File: config.mk
export PLATFORM = sky130hd
export DESIGN_NAME = axi_packet_framer
export DESIGN_NICKNAME = d
export VERILOG_FILES = /design/src/rtl/axi_packet_framer.sv
export SDC_FILE = /design/constraint.sdc
export NUM_CORES = 1
export LEC_CHECK = 0
export CORE_MARGIN = 5
export CORE_UTILIZATION = 51
export CTS_BUF_LIST = sky130_fd_sc_hd__clkbuf_16
export CTS_CLUSTER_DIAMETER = 80
export DETAILED_ROUTE_END_ITERATION = 10
export HOLD_SLACK_MARGIN = 0.08
export PLACE_DENSITY = 0.78
export REMOVE_ABC_BUFFERS = 1
export SETUP_SLACK_MARGIN = 0.3
export SLEW_MARGIN = 10
export SYNTH_ARGS = -nofsm -noshare
export SYNTH_HDL_FRONTEND = slang
export SYNTH_SLANG_ARGS = --single-unit
export TNS_END_PERCENT = 10
File: constraint.sdc
create_clock -name clk -period 3.8 [get_ports clk]
set_input_delay 0.57 -clock clk [delete_from_list [all_inputs] [get_ports clk]]
set_output_delay 0.57 -clock clk [all_outputs]
set_load 0.03 [all_outputs]
File: src/rtl/axi_packet_framer.sv
// Frames raw multi-lane sample beats with tfirst/tlast according to a runtime frame length,
// buffers them in a small FIFO and drives them onto an axi_packet master interface.
module axi_packet_framer #(
   parameter int DATA_WIDTH = 16,
   parameter int LANE       = 2,
   parameter int FIFO_DEPTH = 4,
   parameter int LEN_WIDTH  = 10
) (
   input  logic                         clk,
   input  logic                         reset,
   input  logic                         in_valid,
   output logic                         in_ready,
   input  logic [LANE*DATA_WIDTH-1:0]   in_bus,
   input  logic [LEN_WIDTH-1:0]         frame_len,
   output logic                         tvalid,
   input  logic                         tready,
   output logic signed [DATA_WIDTH-1:0] bus [LANE],
   output logic                         tfirst,
   output logic                         tlast,
   output logic [15:0]                  frames_sent
);

   localparam int AW = $clog2(FIFO_DEPTH);
   localparam int EW = LANE*DATA_WIDTH + 2;   // {tfirst, tlast, lanes}

   localparam logic [AW:0]          PTR_ONE = 1;
   localparam logic [LEN_WIDTH-1:0] LEN_ONE = 1;

   logic [AW:0]          wr_q, wr_d, rd_q, rd_d;
   logic [LEN_WIDTH-1:0] cnt_q, cnt_d, len_q, len_d, eff_len;
   logic [EW-1:0]        head_q, head_d, push_entry;
   logic [EW-1:0]        mem_q [FIFO_DEPTH];
   logic [15:0]          frames_q, frames_d;
   logic                 open_q;
   logic                 empty, full, push, pop;
   logic                 first_beat, last_beat;

   // Extra pointer MSB separates full (MSBs differ) from empty (pointers equal).
   assign empty = (wr_q == rd_q);
   assign full  = (wr_q[AW] != rd_q[AW]) && (wr_q[AW-1:0] == rd_q[AW-1:0]);

   assign in_ready = open_q & ~full;
   assign push     = in_valid & in_ready;
   assign tvalid   = ~empty;
   assign pop      = tvalid & tready;

   // The frame length is captured only on the first beat; later beats use len_q.
   always_comb begin
      first_beat = (cnt_q == '0);
      eff_len    = len_q;
      if (first_beat) begin
         eff_len = (frame_len == '0) ? LEN_ONE : frame_len;
      end
      last_beat  = (cnt_q == eff_len - LEN_ONE);
      push_entry = {first_beat, last_beat, in_bus};
      cnt_d      = cnt_q;
      len_d      = len_q;
      if (push) begin
         len_d = eff_len;
         cnt_d = last_beat ? '0 : cnt_q + LEN_ONE;
      end
   end

   always_comb begin
      wr_d     = wr_q + (push ? PTR_ONE : '0);
      rd_d     = rd_q + (pop  ? PTR_ONE : '0);
      frames_d = frames_q + ((pop && tlast) ? 16'd1 : 16'd0);
   end

   // Head register holds the entry that will be at rd_d after this edge; when the
   // FIFO drains it keeps its last value.
   always_comb begin
      head_d = head_q;
      if (push && (rd_d == wr_q)) begin
         head_d = push_entry;
      end else if (rd_d != wr_d) begin
         head_d = mem_q[rd_d[AW-1:0]];
      end
   end

   always_ff @(posedge clk or negedge reset) begin
      if (!reset) begin
         wr_q     <= '0;
         rd_q     <= '0;
         cnt_q    <= '0;
         len_q    <= LEN_ONE;
         head_q   <= '0;
         frames_q <= '0;
         open_q   <= 1'b0;
      end else begin
         wr_q     <= wr_d;
         rd_q     <= rd_d;
         cnt_q    <= cnt_d;
         len_q    <= len_d;
         head_q   <= head_d;
         frames_q <= frames_d;
         open_q   <= 1'b1;
      end
   end

   // NOTE: storage array is deliberately not reset; pointers define validity.
   always_ff @(posedge clk) begin
      if (push) begin
         mem_q[wr_q[AW-1:0]] <= push_entry;
      end
   end

   assign tfirst      = head_q[EW-1];
   assign tlast       = head_q[EW-2];
   assign frames_sent = frames_q;

   for (genvar k = 0; k < LANE; k++) begin : g_lane
      assign bus[k] = head_q[k*DATA_WIDTH +: DATA_WIDTH];
   end

endmodule
==> impl_metrics.py <==
metrics = {
    "drt": {
        "routed_wl_um": 19400,
        "first_pass_iters": 5,
        "vias": 5591,
        "drcViolationCount": 0,
        "viasPerCell": 5.80,
        "first_iter_violations": 391,
        "ant_nets": 0,
        "avgRoutedWirePerCell_um": 20.2,
    },
    "synth": {
        "yosysWarnings": 0,
        "synthCells": 598,
        "synth_top_family_by_area": "multiplexers",
        "synth_seq_cells": 213,
        "async_flop_share_pct": 36.2,
        "yosysUniqueCellTypes": 56,
        "yosys.area_share.adder_pct": 1.24,
        "synthXorXnorAreaFrac_pct": 3.36,
        "syn_area_um2": 9110,
        "synth_simple_gate_area_share_pct": 8.41,
        "synthMuxAreaShare_pct": 13.8,
        "synth-edff-count": 136,
        "yosysTopAreaCellShare_pct": 44.8,
        "yosysSeqAreaShare_pct": 66.0,
        "synth_top_area_cell": "edfxtp_1",
        "synth-compound-area-share_pct": 5.28,
        "yosys-top-cells-area": "edfxtp_1 (45%), dfrtp_1 (21%), mux4_2 (8.4%)",
        "avgSynthCellArea_um2": 15.2,
        "ys.flop_type": "edfxtp_1",
    },
    "job": {
        "maxCapViolCount": 0,
    },
    "worst_setup_path": {
        "critPathKind": "reg2reg",
        "reg2reg_depth": 16,
        "r2r_slack_ps": 490,
        "crit_required_ps": 4170,
        "r2r-end": "cnt_q[2]$_DFFE_PN0P_",
        "path_max_fanout": 10,
        "r2r-start": "cnt_q[0]$_DFFE_PN0P_",
        "arrival_ps": 3680,
        "cp-end-kind": "flip-flop",
        "cp-start-kind": "flip-flop",
    },
    "sta": {
        "fmax_mhz": 302,
        "finalCriticalPeriod_ps": 3310,
        "grt_setup_unrepaired": "no",
        "setup_tns_ps": 0,
        "slew_violations": 0,
        "slew_headroom_pct": 49.1,
        "worst_pin_slew_ps": 761,
        "skew_ps": 7.82,
        "period_share_pct": 87.1,
        "hold_viol_final": 0,
        "setup_viol": 0,
    },
    "cts": {
        "root_buffer": "clkbuf_16",
        "cts_buffers": 22,
        "h-tree-depth": 1,
        "clkTransAtPathRegs_ps": 60,
        "hold_buffers": 0,
        "clock_sinks": 213,
        "cts_tree": "done",
        "clk_latency_ps": 480,
        "clk_path_buf_depth": 3,
    },
    "layout": {
        "finalNonFillerCells": 964,
        "layout.cells.most_common": "edfxtp_1",
        "area_growth_syn_to_layout_pct": 23.1,
        "seq_area_um2": 6010,
        "drive_above_1_share_pct": 17.1,
        "most-common-layout-cells": "edfxtp_1 (136), clkdlybuf4s50_1 (96), dfrtp_1 (76)",
        "postLayoutCoreUtil_pct": 64.4,
        "antenna_cells": 0,
        "layout.nets": 779,
        "stdcell_area_um2": 11200,
        "num-fill-cells": 1231,
        "multi_input_area_um2": 2970,
    },
    "power": {
        "power_density_nw_per_um2": 835,
        "p_leak_nw": 4.26,
        "vdd_drop_max_mv": 0.594,
        "total_power_mw": 9.37,
    },
    "global_routing": {
        "antenna_found_initial": 0,
        "grt_pass1_vias": 5853,
        "use_met2_pct": 33.4,
        "use_met1_pct": 24.8,
        "grt_pass1_wl_um": 30900,
        "grt_usage_pct": 18.8,
        "met3_usage_pct": 2.80,
        "busiest_layer": "met2",
        "grt_max_degree": 54,
        "overflow": 0,
    },
    "status": {
        "status": "complete, no violations",
    },
    "place": {
        "dp_cells": 915,
        "port_buffers": 97,
        "place.gp.congestion": 0.862,
        "place_area_um2": 10500,
        "place_hpwl_um": 12800,
    },
    "floorplanning": {
        "rows": 48,
        "io_pins": 98,
        "core-area_um2": 17400,
        "die_w_um": 144,
        "die_h_um": 144,
        "initial_core_util_pct": 52.3,
        "die_area_um2": 20600,
    },
    "worst_hold_path": {
        "hold_class": "in2async",
    },
}
[synthesized netlist by cell type (all sizes together) (2+ instances only)]
| cell type | count |
|---|---|
| a21o | 3 |
| a21oi | 3 |
| a311oi | 2 |
| a31oi | 3 |
| and2 | 2 |
| and3 | 6 |
| and4 | 5 |
| buf | 12 |
| clkbuf | 17 |
| dfrtp | 76 |
| edfxtp | 136 |
| ha | 9 |
| inv | 12 |
| mux2 | 7 |
| mux2i | 41 |
| mux4 | 34 |
| nand2 | 53 |
| nand3 | 10 |
| nand3b | 2 |
| nand4 | 7 |
| nand4b | 3 |
| nor2 | 20 |
| nor3 | 10 |
| nor3b | 2 |
| nor4 | 4 |
| nor4b | 3 |
| o21ai | 43 |
| o311a | 2 |
| o311ai | 3 |
| o31a | 5 |
| o31ai | 6 |
| or2 | 2 |
| or3 | 8 |
| or4 | 2 |
| xnor2 | 22 |
| xor2 | 13 |
[worst max-delay path by stage]
stage               depth (start not counted)  slack (ps)            startpoint               endpoint
global route                               16         290  cnt_q[0]$_DFFE_PN0P_   cnt_q[2]$_DFFE_PN0P_
floorplan                                   8       -3800     wr_q[1]$_DFF_PN0_  head_q[0]$_DFFE_PN0P_
global placement                           14         250          frame_len[4]   cnt_q[2]$_DFFE_PN0P_
detailed placement                         14          30          frame_len[8]   cnt_q[2]$_DFFE_PN0P_
CTS                                        12         230     wr_q[1]$_DFF_PN0_  head_q[5]$_DFFE_PN0P_
finish                                     16         490  cnt_q[0]$_DFFE_PN0P_   cnt_q[2]$_DFFE_PN0P_
[cells by family (layout without fill, tap and decap cells)]
kind of cell,after synthesis,after routing
compound gates,72,72
xor+xnor,35,35
fa+ha+maj,9,9
buf+inv,42,183
flops,213,213
mux,82,82
other cells,1,1
simple gates,144,144
[per-layer routing]
| layer | vias up | routed length (um) |
|---|---|---|
| li1 | 2532 | - |
| met1 | 2824 | 7800 |
| met2 | 205 | 10000 |
| met3 | 30 | 1290 |
| met4 | 0 | 333 |
| met5 | - | 0 |
[report_power, final]
part | total (mW) | switching, mW | internal [mW]
clock network | 1.98 | 0.820 | 1.16
registers | 3.33 | 0.327 | 3.00
logic | 4.06 | 2.16 | 1.90
[state kept, by name, summed over array words and instances (netlist names)]
| register | flops |
|---|---|
| len_q | 10 |
| rd_q | 3 |
| open_q | 1 |
| cnt_q | 10 |
| frames_sent | 16 |
| wr_q | 3 |
| head_q | 34 |
| mem_q | 136 |
[worst max-delay path: stages, from the launching register on]
cell      delay [ps]
dfrtp_1          430
inv_1            120
ha_1             180
nor4b_4          280
nand3_4          150
clkinv_2         130
nand3b_1          80
o21ai_0          140
ha_2             270
inv_1             90
nor3_1           200
mux2i_1          110
xnor2_1          150
and4b_1          200
and4_4           300
nor4b_2           70
a211o_1          280
[per-stage QoR]
| stage | setup slack (ps) | hold slack [ps] |
|---|---|---|
| after detailed placement | 31.9 | 460 |
| after floorplan | -3800 | 274 |
| final | 489 | 158 |
| after global placement | 251 | 460 |
| after global routing | 293 | 212 |
| after CTS | 229 | 176 |
[final cells by class]
cell class	instances	share of cell area (%)
sequential	213	53.6
multi-input combinational	343	26.5
timing repair buffer	131	10.9
clock buffer	23	5.13
tap	225	2.51
clock inverter	16	0.859
inverter	13	0.480
[repair_timing]
action / in CTS / in global routing
setup buffers: 0 / 10
setup endpoints to repair: 11 / 41
pin swaps: 0 / 2
gates resized for setup: 2 / 5
No activity file was read; power rests on OpenSTA's default activity.
